[src/rtl/char_feature_scan.sv]
// char_feature_scan
// Per-frame character feature extractor. Five cells are defined by six
// partition columns. For each cell it counts 0->1 transitions on two
// horizontal scan rows and, optionally, foreground pixels. At end of frame
// the counters are snapshotted and streamed out as five valid/ready records.
// Optional build macro: CHAR_FEAT_PIXCNT_EN enables the foreground pixel
// counters; without it feat_pix is tied to zero.
module char_feature_scan (
  input  logic        clk,
  input  logic        rst_n,
  input  logic [11:0] i_x,
  input  logic [11:0] i_y,
  input  logic        pix_de,
  input  logic        pix_bin,
  input  logic        frame_end,
  input  logic [71:0] part_lines,
  input  logic [11:0] char_up,
  input  logic [11:0] char_down,
  input  logic [11:0] scan_line1,
  input  logic [11:0] scan_line2,
  output logic        feat_valid,
  input  logic        feat_ready,
  output logic [2:0]  feat_idx,
  output logic [3:0]  feat_cross1,
  output logic [3:0]  feat_cross2,
  output logic [11:0] feat_pix,
  output logic        overrun
);

  localparam int NCELL = 5;

  typedef enum logic [0:0] {ST_ACCUM = 1'b0, ST_REPORT = 1'b1} state_t;

  state_t           state_r;
  state_t           state_next_s;
  logic [2:0]       idx_next_s;
  logic [NCELL-1:0] in_cell_s;
  logic             acc_en_s;
  logic             hit1_s;
  logic             hit2_s;
  logic             accept_s;
  logic             last_accept_s;
  logic             take_snap_s;
  logic             set_ovr_s;
  logic [3:0]       acc_c1_r  [NCELL];
  logic [3:0]       acc_c2_r  [NCELL];
  logic [3:0]       snap_c1_r [NCELL];
  logic [3:0]       snap_c2_r [NCELL];
  logic [NCELL-1:0] prev1_r;
  logic [NCELL-1:0] prev2_r;
  logic             feat_valid_d_s;
  logic [2:0]       feat_idx_d_s;
  logic [3:0]       feat_c1_d_s;
  logic [3:0]       feat_c2_d_s;

  // Cell membership of the current column and pixel qualification.
  always_comb begin
    in_cell_s = '0;
    for (int k = 0; k < NCELL; k++) begin
      in_cell_s[k] = (i_x >= part_lines[12*k +: 12]) &&
                     (i_x <  part_lines[12*k+12 +: 12]);
    end
    acc_en_s = pix_de && (i_y >= char_up) && (i_y <= char_down);
    hit1_s   = acc_en_s && (i_y == scan_line1);
    hit2_s   = acc_en_s && (i_y == scan_line2);
  end

  // Crossing accumulators; the previous-pixel bit is kept per cell so that
  // entering a cell always starts from background.
  always_ff @(posedge clk or negedge rst_n) begin
    if (!rst_n) begin
      for (int k = 0; k < NCELL; k++) begin
        acc_c1_r[k] <= 4'd0;
        acc_c2_r[k] <= 4'd0;
      end
      prev1_r <= '0;
      prev2_r <= '0;
    end else begin
      for (int k = 0; k < NCELL; k++) begin
        if (frame_end) begin
          acc_c1_r[k] <= 4'd0;
          acc_c2_r[k] <= 4'd0;
        end else begin
          if (hit1_s && in_cell_s[k] && pix_bin && !prev1_r[k] && (acc_c1_r[k] != 4'd15))
            acc_c1_r[k] <= acc_c1_r[k] + 4'd1;
          if (hit2_s && in_cell_s[k] && pix_bin && !prev2_r[k] && (acc_c2_r[k] != 4'd15))
            acc_c2_r[k] <= acc_c2_r[k] + 4'd1;
        end
      end
      if (hit1_s)
        prev1_r <= in_cell_s & {NCELL{pix_bin}};
      if (hit2_s)
        prev2_r <= in_cell_s & {NCELL{pix_bin}};
    end
  end

  // Snapshot of the crossing accumulators taken at an accepted frame end.
  always_ff @(posedge clk or negedge rst_n) begin
    if (!rst_n) begin
      for (int k = 0; k < NCELL; k++) begin
        snap_c1_r[k] <= 4'd0;
        snap_c2_r[k] <= 4'd0;
      end
    end else if (take_snap_s) begin
      for (int k = 0; k < NCELL; k++) begin
        snap_c1_r[k] <= acc_c1_r[k];
        snap_c2_r[k] <= acc_c2_r[k];
      end
    end
  end

  // FSM state register.
  always_ff @(posedge clk or negedge rst_n) begin
    if (!rst_n)
      state_r <= ST_ACCUM;
    else
      state_r <= state_next_s;
  end

  // Next-state and record-index logic; a frame end coinciding with the
  // final acceptance behaves as if it arrived in ACCUM.
  always_comb begin
    accept_s      = (state_r == ST_REPORT) && feat_ready;
    last_accept_s = accept_s && (feat_idx == 3'd4);
    take_snap_s   = frame_end && ((state_r == ST_ACCUM) || last_accept_s);
    set_ovr_s     = frame_end && (state_r == ST_REPORT) && !last_accept_s;
    state_next_s  = state_r;
    case (state_r)
      ST_ACCUM: begin
        if (frame_end) state_next_s = ST_REPORT;
        else           state_next_s = ST_ACCUM;
      end
      ST_REPORT: begin
        if (last_accept_s && !frame_end) state_next_s = ST_ACCUM;
        else                             state_next_s = ST_REPORT;
      end
      default: state_next_s = ST_ACCUM;
    endcase
    if (take_snap_s)        idx_next_s = 3'd0;
    else if (last_accept_s) idx_next_s = 3'd0;
    else if (accept_s)      idx_next_s = feat_idx + 3'd1;
    else                    idx_next_s = feat_idx;
  end

  // Output decode: next record contents, drawn from the snapshot as it will
  // be after this edge.
  always_comb begin
    feat_valid_d_s = (state_next_s == ST_REPORT);
    feat_idx_d_s   = 3'd0;
    feat_c1_d_s    = 4'd0;
    feat_c2_d_s    = 4'd0;
    if (feat_valid_d_s && (idx_next_s < 3'd5)) begin
      feat_idx_d_s = idx_next_s;
      if (take_snap_s) begin
        feat_c1_d_s = acc_c1_r[idx_next_s];
        feat_c2_d_s = acc_c2_r[idx_next_s];
      end else begin
        feat_c1_d_s = snap_c1_r[idx_next_s];
        feat_c2_d_s = snap_c2_r[idx_next_s];
      end
    end else begin
      feat_idx_d_s = 3'd0;
    end
  end

  // Registered record outputs and sticky overrun flag.
  always_ff @(posedge clk or negedge rst_n) begin
    if (!rst_n) begin
      feat_valid  <= 1'b0;
      feat_idx    <= 3'd0;
      feat_cross1 <= 4'd0;
      feat_cross2 <= 4'd0;
      overrun     <= 1'b0;
    end else begin
      feat_valid  <= feat_valid_d_s;
      feat_idx    <= feat_idx_d_s;
      feat_cross1 <= feat_c1_d_s;
      feat_cross2 <= feat_c2_d_s;
      overrun     <= overrun | set_ovr_s;
    end
  end

`ifdef CHAR_FEAT_PIXCNT_EN
  logic [11:0] acc_pix_r  [NCELL];
  logic [11:0] snap_pix_r [NCELL];
  logic [11:0] feat_pix_d_s;

  // Foreground pixel accumulators, saturating at full scale.
  always_ff @(posedge clk or negedge rst_n) begin
    if (!rst_n) begin
      for (int k = 0; k < NCELL; k++) acc_pix_r[k] <= 12'd0;
    end else begin
      for (int k = 0; k < NCELL; k++) begin
        if (frame_end)
          acc_pix_r[k] <= 12'd0;
        else if (acc_en_s && in_cell_s[k] && pix_bin && (acc_pix_r[k] != 12'd4095))
          acc_pix_r[k] <= acc_pix_r[k] + 12'd1;
      end
    end
  end

  // Snapshot of the pixel accumulators.
  always_ff @(posedge clk or negedge rst_n) begin
    if (!rst_n) begin
      for (int k = 0; k < NCELL; k++) snap_pix_r[k] <= 12'd0;
    end else if (take_snap_s) begin
      for (int k = 0; k < NCELL; k++) snap_pix_r[k] <= acc_pix_r[k];
    end
  end

  // Pixel-count field of the next record.
  always_comb begin
    feat_pix_d_s = 12'd0;
    if (feat_valid_d_s && (idx_next_s < 3'd5)) begin
      if (take_snap_s) feat_pix_d_s = acc_pix_r[idx_next_s];
      else             feat_pix_d_s = snap_pix_r[idx_next_s];
    end else begin
      feat_pix_d_s = 12'd0;
    end
  end

  // Registered pixel-count output.
  always_ff @(posedge clk or negedge rst_n) begin
    if (!rst_n) feat_pix <= 12'd0;
    else        feat_pix <= feat_pix_d_s;
  end
`else
  assign feat_pix = 12'd0;
`endif

endmodule
[config.mk]
export PLATFORM = sky130hd
export DESIGN_NAME = char_feature_scan
export DESIGN_NICKNAME = d
export VERILOG_FILES = /design/src/rtl/char_feature_scan.sv
export SDC_FILE = /design/constraint.sdc
export NUM_CORES = 1
export LEC_CHECK = 0
export BUFFER_PORTS_ARGS = -buffer_cell sky130_fd_sc_hd__buf_2
export CAP_MARGIN = 20
export CORE_MARGIN = 2
export CORE_UTILIZATION = 38
export DETAILED_ROUTE_END_ITERATION = 8
export GPL_ROUTABILITY_DRIVEN = 0
export PLACE_DENSITY = 0.65
export SETUP_SLACK_MARGIN = 0.5
export SLEW_MARGIN = 10
export SYNTH_ARGS = -nofsm -noshare
export SYNTH_HDL_FRONTEND = slang
export SYNTH_SLANG_ARGS = --single-unit
[constraint.sdc]
create_clock -name clk -period 5.75 [get_ports clk]
set_clock_uncertainty 0.2 [all_clocks]
set_input_delay 0 -clock clk [delete_from_list [all_inputs] [get_ports clk]]
set_output_delay 0 -clock clk [all_outputs]
set_load 0.1 [all_outputs]
==> results.cfg, run 1 <==
[die]
io_pins = 175
die_w_um = 148
chipHeight_um = 148
row_count = 52
start_util_pct = 38.8
coreArea_sq_um = 20300
die_area_sq_um = 21900

[route]
drt_pre_antenna_iters = 5
vias_per_cell = 5.20
wl_um = 20300
drtIter0Drc = 333
drc = 0
wire_per_inst_um = 15.1
ant_nets = 0
vias = 7011

[critical_path]
slowest_stage = or4_1
cpPeakStageDelay_ps = 700
crit_buf_inv = 1
crit_top_cell = a21oi_1
cp_max_fo = 29
end_kind = flop
start_kind = input pin
worstPathRequired_ps = 5820
worstPathCellList = buf_2 > ha_1 > a21oi_1 > o21ai_0 > o311ai_2 > nand4_2 > or4_1 > a21oi_1
crit_arrival_ps = 2980
cpLargestDelayFamily = simple AND/OR/NAND/NOR gates
criticalPathCategory = input pin to flop

[clock_tree]
cts_htree_levels = 3
clk_latency_ps = 350
root_buffer = clkbuf_16
cts_tree = built
numCtsBuffers = 9
clock_sinks = 103
post_cts_buffers = 0
clock_path_buffers = 2
clkSlewWorstSetupHoldPaths_ps = 70

[synthesis]
synth.most_common_cell = nand2_1
yosys.area_share.simple_pct = 19.5
synthAdderAreaFrac_pct = 17.0
ys.flop_type = dfrtp_1
synth_edf_count = 0
synthMuxAreaShare_pct = 4.59
synth_cells = 920
synth_compound_gate_area_share_pct = 15.4
syn_area_sq_um = 7880
netlist-cell-type-count = 64
netlist_top_cells_count = 159 x nand2_1, 107 x ha_1, 107 x inv_1, 103 x dfrtp_1, 74 x a21oi_1
syn_avg_cell_area_sq_um = 8.57
yosys_warnings = 0
yosys.area.top_type = dfrtp_1
synth_top_family_by_area = simple AND/OR/NAND/NOR gates
synth_xor_xnor_area_share_pct = 2.78
yosysSeqAreaShare_pct = 32.7
synth-seq-cells = 103
synth_top_area_share_pct = 32.7
async_reset_ff_share_pct = 100
synth_area_leaders = dfrtp_1 33%, ha_1 17%, nand2_1 7.6%

[finish]
drive_gt1_share_pct = 19.7
finish.utilization_pct = 45.4
antenna_cells = 0
layout.nets = 1333
final_cells = 1349
syn2layout_area_growth_pct = 16.9
final_area_sq_um = 9210

[status]
run_status = complete, no violations

[pwr]
design_power_total_mw = 2.13
power_switching_mw = 0.816
seq_power_share_pct = 36.2
ir_worst_vdd_uv = 136
powerDensity_nw_per_um2 = 231
intPower_mw = 1.31
netSwitchingFraction_pct = 38.3
comb_power_share_pct = 37.1
leakage_nw = 4.82
clkPwrFrac_pct = 26.7

[global_routing]
antenna_found_initial = 0
grt_max_degree = 68
grt_pass1_wl_um = 34200
grt-ovfl-total = 0
grt_pass1_vias = 6834
grt_use_total_pct = 19.2

[sta]
max-slew-margin-rel_pct = 25.5
fin_crit_ps = 2920
tns_ps = 0
fmax_ghz = 0.343
setup_viol = 0
grt_setup_unrepaired = no
drv_slew = 0
holdWs_ps = 73.9
final.period_utilization_pct = 50.7
worst_pin_slew_ps = 1120
fin_ws_ps = 2830
final_hold_viol_count = 0

[place]
hpwl_um = 15900
dp_cells = 1330
place_area_sq_um = 8880
port_buffers = 162
pre_cts_ws_ps = 2460

[hold_path]
hold_class = input pin to flop

[flow_run]
drv_cap = 0
-- sequential cells by signal, indices dropped and copies added, names as in the netlist --
register,count
acc_c1_r,20
acc_c2_r,20
feat_cross1,4
feat_cross2,4
feat_idx,3
feat_valid,1
overrun,1
prev1_r,5
prev2_r,5
snap_c1_r,20
snap_c2_r,20
-- worst min-delay path, stage by stage --
cell     delay [ps]
buf_2            80
xnor2_1          50
nand4_1          60
nor3_1           80
nand3_1         100
o21ai_0          90
a21oi_1         110
-- path summary, 6_finish.rpt --
kind | slack (ps) | end | start | cells after the start
worst max-delay path | 2830 | acc_c2_r[11]$_DFFE_PN0P_ | i_y[11] | 8
worst min-delay path | 70 | acc_c2_r[1]$_DFFE_PN0P_ | scan_line2[4] | 7
worst max register to register | 3020 | feat_cross2[0]$_DFF_PN0_ | feat_idx[0]$_DFF_PN0_ | 10
worst min register to register | 270 | overrun$_DFF_PN0_ | overrun$_DFF_PN0_ | 1
max in group asynchronous | 4030 | overrun$_DFF_PN0_ | rst_n | 4
min in group asynchronous | 500 | snap_c2_r[8]$_DFFE_PN0P_ | rst_n | 4
-- repair_timing --
item / CTS / global route
endpoints found under the hold margin: 41 / 0
hold buffers: 5 / 0
gates resized for setup: 0 / 0
-- cell type report --
class / instances / area (sq um)
repair buffers: 171 / 903
clock inverters: 1 / 5.00
flip-flops and latches: 103 / 2580
inverters: 108 / 405
well taps: 270 / 338
multi-input cells: 683 / 4720
fillers: 2037 / 11100
clock buffers: 13 / 260
-- power groups by stage --
stage | registers (mW) | logic [mW] | clock network, mW
after floorplan | 0.943 | 0.418 | 0
after global placement | 0.785 | 0.778 | 0
after detailed placement | 0.785 | 0.784 | 0
after CTS | 0.771 | 0.792 | 0.581
after global routing | 0.774 | 0.871 | 0.613
final | 0.771 | 0.789 | 0.569
-- logic make-up (layout without fill, tap and decap cells) --
kind of cell	count (synthesis)	in the layout
other cells	1	12
flops	103	103
fa+ha+maj	107	107
compound gates	191	191
xor+xnor	25	25
mux	33	33
buf+inv	145	293
simple gates	315	315
-- cell usage in the layout (no fill, tap or decap), types with 24 or more instances in the layout --
cell type	Yosys	routed
a21oi_1	74	74
buf_2	3	161
dfrtp_1	103	103
ha_1	107	107
inv_1	107	107
nand2_1	159	159
nand3_1	24	24
nand4_1	27	27
nor2_1	24	24
o21ai_0	40	40
xnor2_1	25	25
-- routing by layer --
layer	share of wire, %	track usage, %
met1	47	26.4
met5	0	0
met2	47	31.1
met4	1.3	4.95
met3	5.3	3.67
No activity file was read; power rests on OpenSTA's default activity.
==> run 2, diff against run 1 <==
Clock period 5.75 ns to 2.7 ns, I/O delays scaled along.
==> run 2 against run 1 <==
Sequential power up 110%; core utilization up 5.5 points; via count up 3.9%; non-clock buffer count up 48; final area up 12%; sequential share of layout area fell by 2.9 points; routed wire length rose by 7.7%; critical path depth down 1; cell count increased by 3.7%; flip-flop and latch count stayed put; critical endpoint is now feat_cross1[1]$_DFF_PN0_; largest cell class unchanged.
==> results.cfg, run 2 (synthesis results as in run 1) <==
[status]
run_status = complete, no violations

[die]
io_pins = 175
die_area_sq_um = 21900
coreArea_sq_um = 20300
die_w_um = 148
chipHeight_um = 148
row_count = 52
start_util_pct = 38.8

[sta]
fin_ws_ps = 486
setup_viol = 0
worst_pin_slew_ps = 612
max-slew-margin-rel_pct = 59.2
tns_ps = 0
grt_setup_unrepaired = yes
fmax_ghz = 0.452
final.period_utilization_pct = 82.0
final_hold_viol_count = 0
drv_slew = 0
fin_crit_ps = 2210

[clock_tree]
numCtsBuffers = 9
cts_htree_levels = 3
cts_tree = built
root_buffer = clkbuf_16
clk_latency_ps = 350
clock_sinks = 103
clock_path_buffers = 2
clkSlewWorstSetupHoldPaths_ps = 70

[route]
drtIter0Drc = 386
wl_um = 21900
wire_per_inst_um = 15.6
drc = 0
ant_nets = 0
vias_per_cell = 5.21
vias = 7285
drt_pre_antenna_iters = 6

[place]
hpwl_um = 16700
pre_cts_ws_ps = 17.8
port_buffers = 162
place_area_sq_um = 9300

[finish]
fillers = 1910
layout_commonest_cell = nand2_1
antenna_cells = 0
drive_gt1_share_pct = 31.4
layout_common_cells = 156 x nand2_1, 154 x buf_2, 97 x dfrtp_1
layout.nets = 1381
final_area_sq_um = 10300
syn2layout_area_growth_pct = 31.0

[pwr]
powerDensity_nw_per_um2 = 511
comb_power_share_pct = 44.1
netSwitchingFraction_pct = 38.5
leakage_nw = 5.15
ir_worst_vdd_uv = 454
clkPwrFrac_pct = 24.5
intPower_mw = 3.24
seq_power_share_pct = 31.4
power_switching_mw = 2.03

[critical_path]
rrSetupSlack_ps = 490
start_kind = flop
crit_arrival_ps = 2240
end_kind = flop
worstPathRequired_ps = 2730
cp_max_fo = 3
criticalPathCategory = flop to flop

[global_routing]
grt-ovfl-total = 0
grt_pass1_wl_um = 35100
grt_pass1_vias = 7093
grt_max_degree = 70
antenna_found_initial = 0
grt_use_total_pct = 19.9

[hold_path]
hold_class = input pin to flop

[flow_run]
drv_cap = 0
## run 2: changes by cell type in the layout (fill, tap and decap cells not counted), sizes merged
cell,before,now
buf,167,215
bufinv,0,1
clkbuf,13,12
clkinv,1,2
clkinvlp,0,2
dlygate4sd3,4,3
## run 2: path summary, 6_finish.rpt
kind,from,end,cells past startpoint
min reg2reg,overrun$_DFF_PN0_,overrun$_DFF_PN0_,1
min,feat_ready,feat_idx[2]$_DFF_PN0_,5
min in group asynchronous,rst_n,feat_cross2[1]$_DFF_PN0_,4
max reg2reg,feat_idx[0]$_DFF_PN0_,feat_cross1[1]$_DFF_PN0_,7
max,feat_idx[0]$_DFF_PN0_,feat_cross1[1]$_DFF_PN0_,7
max in group asynchronous,rst_n,acc_c1_r[16]$_DFFE_PN0P_,4
## run 2: stage by stage
stage	power (mW)	hold slack, ps	instances	utilization (%)
floorplan	3.02	-496	931	-
global placement	3.51	-211	1346	45.8
detailed placement	3.53	-214	1346	45.8
CTS	5.09	31.3	1382	48.6
global route	5.57	52.6	1399	50.9
finish	5.27	27.7	1399	50.9
## run 2: power by group through the flow
stage | Clock (mW) | Combinational, mW | Sequential, mW
2_1_floorplan | 0 | 0.991 | 2.03
3_3_place_gp | 0 | 1.81 | 1.70
3_5_place_dp | 0 | 1.83 | 1.70
4_1_cts | 1.32 | 2.11 | 1.65
5_1_grt | 1.40 | 2.51 | 1.66
6_report | 1.29 | 2.32 | 1.65
## run 2: what timing repair did
action,4_1_cts,5_1_grt
endpoints found under the setup margin,28,35
gates resized for setup,23,74
pin swaps,13,26
gates cloned,1,2
hold buffers,4,0
buffers inserted,15,15
hold endpoints to repair,106,0
## run 2: metal layers
metal / vias up / global-route usage [%] / wire [um]
met5: - / 0 / 0
met4: 0 / 3.90 / 267
met3: 19 / 3.46 / 1060
met2: 198 / 34.6 / 10800
met1: 3446 / 26.0 / 9730
li1: 3622 / - / -
## run 2: worst max-delay path, stage by stage (launching register included)
cell and delay (ps):
dfrtp_4 500, inv_4 70, ha_4 190, a21boi_4 140, mux2_4 310, mux4_2 450, a21oi_2 150, o21ai_1 80
## run 2: area by class of cell
class	instances	area [sq um]	area share (%)
tap	270	338	3.27
clock inverter	5	58.8	0.570
inverter	108	433	4.19
multi-input combinational	683	5330	51.6
timing repair buffer	219	1340	13.0
clock buffer	11	233	2.25
sequential	103	2590	25.1
